$ cat config.mk
export PLATFORM = sky130hd
export DESIGN_NAME = vme_rd_seq
export DESIGN_NICKNAME = d
export VERILOG_FILES = /design/src/rtl/vme_rd_pkg.sv /design/src/rtl/vme_rd_seq.sv
export SDC_FILE = /design/constraint.sdc
export NUM_CORES = 1
export LEC_CHECK = 0
export CAP_MARGIN = 40
export CORE_UTILIZATION = 52
export CTS_CLUSTER_DIAMETER = 200
export DETAILED_ROUTE_END_ITERATION = 6
export HOLD_SLACK_MARGIN = 0.05
export PLACE_DENSITY = 0.8
export SYNTH_ARGS = -nofsm -noshare
export SYNTH_HDL_FRONTEND = slang
export SYNTH_SLANG_ARGS = --single-unit
$ cat constraint.sdc
create_clock -name clk -period 2.3 [get_ports clk]
set_input_delay 0.23 -clock clk [delete_from_list [all_inputs] [get_ports clk]]
set_output_delay 0.23 -clock clk [all_outputs]
set_load 0.01 [all_outputs]
$ cat src/rtl/vme_rd_pkg.sv
// Shared encodings for the VME read sequencer: FSM states, transfer size codes,
// byte counts and the request legality rule.
package vme_rd_pkg;

    typedef enum logic [1:0] {
        ST_IDLE    = 2'd0,
        ST_SETTLE  = 2'd1,
        ST_CAPTURE = 2'd2,
        ST_DONE    = 2'd3
    } state_t;

    localparam logic [1:0] SZ_D08 = 2'b00;
    localparam logic [1:0] SZ_D16 = 2'b01;
    localparam logic [1:0] SZ_D32 = 2'b10;
    localparam logic [1:0] SZ_ILL = 2'b11;

    localparam logic [2:0] NB_D08 = 3'd1;
    localparam logic [2:0] NB_D16 = 3'd2;
    localparam logic [2:0] NB_D32 = 3'd4;

    // D16 must start on an even lane and D32 on lane 0 so no transfer wraps the word.
    function automatic logic req_legal(input logic [1:0] size, input logic [1:0] lane);
        logic ok;
        ok = 1'b0;
        case (size)
            SZ_D08:  ok = 1'b1;
            SZ_D16:  ok = ~lane[0];
            SZ_D32:  ok = (lane == 2'd0);
            default: ok = 1'b0;
        endcase
        return ok;
    endfunction

    function automatic logic [2:0] byte_count(input logic [1:0] size);
        logic [2:0] n;
        n = NB_D08;
        case (size)
            SZ_D16:  n = NB_D16;
            SZ_D32:  n = NB_D32;
            default: n = NB_D08;
        endcase
        return n;
    endfunction

endpackage

$ cat src/rtl/vme_rd_seq.sv
// VME read sequencer: walks an external 4:1 byte mux across the requested lanes,
// waiting a settle time per lane, and assembles the bytes into a 32-bit word.
//
//   state      | meaning
//   -----------+------------------------------------------------------------
//   ST_IDLE    | waiting for req; mux parked on select 11
//   ST_SETTLE  | mux driving current lane, settle down-counter running
//   ST_CAPTURE | latch mux_din into the current lane of rdata, advance lane
//   ST_DONE    | one-cycle completion, rdata valid and held
module vme_rd_seq
    import vme_rd_pkg::*;
#(
    parameter int unsigned SETTLE = 1
) (
    input  logic        clk,
    input  logic        reset,
    input  logic        req,
    input  logic [1:0]  size,
    input  logic [1:0]  lane,
    input  logic        abort,
    output logic [1:0]  mux_sel,
    input  logic [7:0]  mux_din,
    output logic        busy,
    output logic        done,
    output logic        err,
    output logic [31:0] rdata
);

    localparam logic [3:0] SETTLE_LD = 4'(SETTLE);

    state_t      state;
    state_t      state_nxt;
    logic [3:0]  settle_cnt;
    logic [1:0]  cur_lane;
    logic [2:0]  nbytes;
    logic [31:0] rdata_q;
    logic        err_q;
    logic        idle_req;
    logic        accept;

    assign idle_req = (state == ST_IDLE) && req && !abort;
    assign accept   = idle_req && req_legal(size, lane);

    always_ff @(posedge clk or posedge reset) begin
        if (reset) begin
            state <= ST_IDLE;
        end else begin
            state <= state_nxt;
        end
    end

    always_comb begin
        state_nxt = state;
        case (state)
            ST_IDLE: begin
                if (accept) state_nxt = ST_SETTLE;
            end
            ST_SETTLE: begin
                if (abort)                 state_nxt = ST_IDLE;
                else if (settle_cnt <= 4'd1) state_nxt = ST_CAPTURE;
            end
            ST_CAPTURE: begin
                if (abort)               state_nxt = ST_IDLE;
                else if (nbytes == 3'd1) state_nxt = ST_DONE;
                else                     state_nxt = ST_SETTLE;
            end
            ST_DONE: begin
                state_nxt = ST_IDLE;
            end
            default: state_nxt = ST_IDLE;
        endcase
    end

    always_ff @(posedge clk or posedge reset) begin
        if (reset) begin
            settle_cnt <= 4'd0;
            cur_lane   <= 2'd0;
            nbytes     <= 3'd0;
            rdata_q    <= 32'd0;
            err_q      <= 1'b0;
        end else begin
            err_q <= idle_req && !req_legal(size, lane);
            if (state != ST_IDLE && abort) begin
                settle_cnt <= 4'd0;
                nbytes     <= 3'd0;
                rdata_q    <= 32'd0;
            end else begin
                case (state)
                    ST_IDLE: begin
                        if (accept) begin
                            cur_lane   <= lane;
                            nbytes     <= byte_count(size);
                            settle_cnt <= SETTLE_LD;
                            rdata_q    <= 32'd0;
                        end
                    end
                    ST_SETTLE: begin
                        if (settle_cnt > 4'd1) settle_cnt <= settle_cnt - 4'd1;
                    end
                    ST_CAPTURE: begin
                        rdata_q[{cur_lane, 3'b000} +: 8] <= mux_din;
                        cur_lane   <= cur_lane + 2'd1;
                        nbytes     <= nbytes - 3'd1;
                        settle_cnt <= SETTLE_LD;
                    end
                    default: ;
                endcase
            end
        end
    end

    always_comb begin
        busy    = (state != ST_IDLE);
        done    = (state == ST_DONE);
        mux_sel = 2'b11;
        if (state == ST_SETTLE || state == ST_CAPTURE) mux_sel = 2'd3 - cur_lane;
    end

    assign err   = err_q;
    assign rdata = rdata_q;

endmodule

==> flow_results.org, run 1 <==
** Run status
- The run finished with clean final reports.

** Synth
- Post-synthesis sequential element count :: 44
- Synthesis handed over a netlist of between 200 and 300 instances.
- The share of the Yosys chip area taken by registers is 0.417.
- In this run the mean area of a mapped cell was 9.68 µm².
- Distinct cells, synth :: 39
- Syn Nets :: between 300 and 400
- Number of synthesis warnings :: 0
- Cell area after synthesis :: 2640 µm²

** Worst setup path
- Measured in cells, the most critical reg-to-reg path has a length of 6.
- The worst register-to-register path begins at state[0]$_DFFE_PP0P_.
- Worst reg-to-reg setup slack :: roughly 220 ps
- The slowest stage of the critical path is the sky130_fd_sc_hd__clkdlybuf4s50_1 cell.
- Crit path max-delay family :: buffers and inverters
- Crit path DAT :: slightly below 2000 ps
- In this run the number of cells on the critical path is 5.
- The worst setup path is captured at an output pin.
- The worst setup path is of the reg -> out kind.
- Counting both buffers and inverters, the worst setup path holds a total of 4.
- Traced cell by cell, the critical path runs through inv_1, ha_1, buf_4, inv_1, clkdlybuf4s50_1.
- Most common cell on crit path :: sky130_fd_sc_hd__inv_1
- The largest single stage delay on the critical path is around 570 ps.
- The endpoint identified for the worst register-to-register timing path is rdata[19]$_DFFE_PP0P_.
- STA classifies the critical path startpoint as a flip-flop.
- Worst path required time :: around 2100 ps
- In this run the worst path has a maximum fanout of 25.

** Routing
- The first detailed-routing pass ran for 4 iterations.
- Using the TritonRoute via totals, the vias-per-cell ratio works out to between 5 and 6.
- After detailed routing, the number of remaining DRC violations is 0.
- After the first detailed-routing iteration, the DRC count stood at 81.
- For this block, the routed nets add up to about 5600 µm of wire.
- In the final routed layout, each cell accounts on average for ~14 µm.
- The detail route stage leaves a number of antenna-violating nets equal to 0.
- Via Count :: between 2000 and 2500

** Pwr
- Worst voltage drop across the vdd grid :: ~0.00056 V
- Total power draw :: 0.00282 W
- The share of total power dissipated in the clock network is 0.207.
- Relative contribution of sequential cells to total power :: 0.340
- Leakage Power :: 1.56 nW
- The internal portion of the total power is 0.00174 W.
- In this run the power spent charging and discharging nets is roughly 0.0011 W.
- Of the total power, combinational logic draws 0.453.
- Of the total power, the share spent switching nets is 0.382.
- For this design the ratio of total power to cell area is 843 nW/µm².

** Final layout
- Number of inserted filler cells in the final layout :: ~400
- From synthesis to final layout, the design area changed by 26.8%.
- Most frequent standard cell in the layout excluding fill and tap cells :: sky130_fd_sc_hd__clkdlybuf4s50_1
- The sequential cells in the finished layout cover a total of approximately 1100 µm².
- Fraction of final layout cells with drive strength greater than 1 :: 0.0813
- Area occupied by multi-input gates :: about 1300 µm²
- Excluding fillers, the count of instances in the completed layout stands at 399.
- Net count reported at finish :: approximately 360
- The number of antenna diodes in the final layout is 0.
- The library cells used most frequently in the layout, excluding fill and tap cells, are sky130_fd_sc_hd__clkdlybuf4s50_1, sky130_fd_sc_hd__inv_1, sky130_fd_sc_hd__dfrtp_1.

** Job
- Max-cap violations in this run came to 0.

** Global routing
- Met3 routing resource usage after global routing :: 0.0453
- In the global route stage, met1 resource usage came out at 0.316.
- Overflow after GRT :: 0
- The number of antenna violations at the first check in global routing came to 0.
- Global-route usage over all layers :: 0.226
- For met2 alone, demand over resource in global routing was 0.361.
- Entering global routing, the biggest net connects 45 pins.
- The via count of the first global-routing pass was ~2000.
- The first global-routing pass estimated between 9000 and 10000 µm of wire.
- In this run the most used layer during global routing was met2.

** CTS
- Number of hold buffers added after cts :: 0
- Counting along the longest clock path gives a buffer depth of 2.
- CTS built an H-tree with a depth of 2.
- In this run the post-CTS setup repair buffer count came out at 0.
- The number of clock buffers added by TritonCTS is 5.
- Clock tree synthesis selected as its root buffer the cell sky130_fd_sc_hd__clkbuf_8.
- Clock tree from TritonCTS :: yes
- Clock Pin Slew Worst Setup and Hold Paths :: 80 ps
- For the worst-skew pair, the clock arrives at the later sink with an insertion delay of 290 ps.
- The clock drives 44 sinks.
- CTS resizes :: 0

** Timing
- The total count of hold-check failures in the final report is 0.
- Final worst path period share :: 0.940
- The final count of pins violating max slew is 0.
- At the pin with the least slew margin, the transition time is roughly 560 ps.
- On the final layout, the worst hold slack is around 390 ps.
- Final setup violation count :: 0
- RSZ-0062 raised after global routing :: false
- Max-slew headroom :: 0.628
- Between clock sinks in the finished design, the worst skew comes to about 3.2 ps.
- Clock period minus final worst setup slack :: approximately 2200 ps
- Based on the critical path, the design can be clocked at up to between 400 and 500 MHz.

** Placed design
- In this run, placement finished with an instance count of approximately 390.
- Count of input and output buffers :: between 50 and 60
- Gpl congestion :: a little over 0.8
- Summed over all nets, the half-perimeter wirelength after detailed placement is 4180 µm.

** Floorplan
- Floorplan row count :: 25
- In this run the standard cell core region covers 4820 µm².
- The die covers approximately 5400 µm².
- The initial utilization of the core area, before any placement, comes to 0.548.
- Vertical die dimension :: between 70 and 80 µm
- The floorplan step set the die width to between 70 and 80 µm.
- 53 I/O pins were placed.

** Worst hold path
- Tightest Hold Check Type :: in -> async
-- cell type report --
type                       instances  share of cell area
clock inverter                     2              0.0105
multi-input combinational        172               0.386
tap                               67              0.0250
clock buffer                       6              0.0217
timing repair buffer              61               0.176
sequential                        44               0.329
inverter                          47              0.0527
-- power groups by stage --
stage	registers (W)	logic, W	clock network, W
5_1_grt	0.000972	0.00140	0.000618
2_1_floorplan	0.000979	0.000949	0
3_5_place_dp	0.000976	0.00127	0
6_report	0.000960	0.00128	0.000585
3_3_place_gp	0.000971	0.00124	0
4_1_cts	0.000959	0.00127	0.000594
-- cells in the mapped netlist --
cell type | instances | area share
sky130_fd_sc_hd__nand3_2 | 1 | 0.0038
sky130_fd_sc_hd__nand2b_1 | 2 | 0.0047
sky130_fd_sc_hd__o31ai_1 | 1 | 0.0028
sky130_fd_sc_hd__a31oi_1 | 2 | 0.0047
sky130_fd_sc_hd__buf_6 | 4 | 0.017
sky130_fd_sc_hd__a2111o_1 | 1 | 0.0043
sky130_fd_sc_hd__or4b_1 | 1 | 0.0038
sky130_fd_sc_hd__mux2i_1 | 33 | 0.13
sky130_fd_sc_hd__nor2b_1 | 4 | 0.0095
sky130_fd_sc_hd__nor4bb_1 | 1 | 0.0038
sky130_fd_sc_hd__ha_1 | 17 | 0.081
sky130_fd_sc_hd__clkbuf_1 | 3 | 0.0043
sky130_fd_sc_hd__o2111a_1 | 1 | 0.0043
sky130_fd_sc_hd__nand2_1 | 41 | 0.058
sky130_fd_sc_hd__inv_1 | 47 | 0.067
sky130_fd_sc_hd__a21oi_1 | 11 | 0.021
sky130_fd_sc_hd__a31o_2 | 1 | 0.0033
sky130_fd_sc_hd__nor4_4 | 1 | 0.0081
sky130_fd_sc_hd__o2bb2ai_1 | 3 | 0.0099
sky130_fd_sc_hd__o22ai_1 | 2 | 0.0047
sky130_fd_sc_hd__nor4_1 | 4 | 0.0095
sky130_fd_sc_hd__o32ai_1 | 1 | 0.0033
sky130_fd_sc_hd__nor3_1 | 5 | 0.0095
sky130_fd_sc_hd__nor2_1 | 8 | 0.011
sky130_fd_sc_hd__a21o_1 | 1 | 0.0028
sky130_fd_sc_hd__a211oi_1 | 4 | 0.011
sky130_fd_sc_hd__nand2_2 | 2 | 0.0047
sky130_fd_sc_hd__a41oi_1 | 1 | 0.0033
sky130_fd_sc_hd__buf_2 | 3 | 0.0057
sky130_fd_sc_hd__dfrtp_1 | 44 | 0.42
sky130_fd_sc_hd__a211oi_4 | 1 | 0.0076
sky130_fd_sc_hd__mux2_4 | 1 | 0.0057
sky130_fd_sc_hd__o21ai_0 | 11 | 0.021
sky130_fd_sc_hd__a22oi_1 | 1 | 0.0028
sky130_fd_sc_hd__o31a_1 | 1 | 0.0033
sky130_fd_sc_hd__nand2_4 | 1 | 0.0043
sky130_fd_sc_hd__nand2b_4 | 1 | 0.0052
sky130_fd_sc_hd__nor4b_4 | 2 | 0.018
sky130_fd_sc_hd__o22a_1 | 4 | 0.013
-- metrics by stage --
stage / TNS (ps) / util / setup slack, ps / instance area [µm²]
after CTS: 0 / 0.695 / 131 / 3350
after detailed placement: -536 / 0.673 / -61.6 / 3240
after global routing: 0 / 0.695 / 63.4 / 3350
final: 0 / 0.695 / 139 / 3350
after floorplan: 0 / - / 453 / 2640
after global placement: 0 / 0.673 / 45.5 / 3240
-- state kept, by name, summed over array words and instances (netlist names) --
| signal | flops |
|---|---|
| cur_lane | 2 |
| settle_cnt | 4 |
| rdata | 32 |
| nbytes | 3 |
| state | 2 |
| err | 1 |
-- per-layer routing --
metal  vias to the layer above  wire length (µm)
met2                        44              2650
met1                      1019              2680
li1                       1029                 -
met3                         5               252
met4                         0                50
met5                         -                 0
-- cells by family (layout without fill, tap and decap cells) --
family                   count (synthesis)  in the layout  synth area share
AO/OA/AOI/OAI                           47             47             0.124
adder cells (fa/ha/maj)                 17             17            0.0805
buffers and inverters                   57            116            0.0938
flip-flops                              44             44             0.417
multiplexers                            34             34             0.131
AND/OR/NAND/NOR                         74             74             0.154
-- how the worst max path moves through the flow --
stage / to / startpoint / slack, ps
finish: busy / state[0]$_DFFE_PP0P_ / 140
CTS: busy / state[0]$_DFFE_PP0P_ / 130
global placement: rdata[27]$_DFFE_PP0P_ / size[0] / 50
detailed placement: rdata[30]$_DFFE_PP0P_ / size[0] / -60
global route: busy / state[0]$_DFFE_PP0P_ / 60
floorplan: settle_cnt[1]$_DFFE_PP0P_ / settle_cnt[0]$_DFFE_PP0P_ / 450
-- worst min-delay path: cells and delay by family --
family	cells	cell delay (ps)
buffers and inverters	3	920
Power figures use the tool's default switching activity.
==> run 2: changes to the inputs <==
--- a/config.mk
+++ b/config.mk
@@ -5,9 +5,9 @@
 export SDC_FILE = /design/constraint.sdc
 export NUM_CORES = 1
 export LEC_CHECK = 0
-export CAP_MARGIN = 40
 export CORE_UTILIZATION = 52
 export CTS_CLUSTER_DIAMETER = 200
+export CTS_CLUSTER_SIZE = 8
 export DETAILED_ROUTE_END_ITERATION = 6
 export HOLD_SLACK_MARGIN = 0.05
 export PLACE_DENSITY = 0.8
==> results of run 2 <==
Final layout, timing and power as in run 1 (identical DEF).
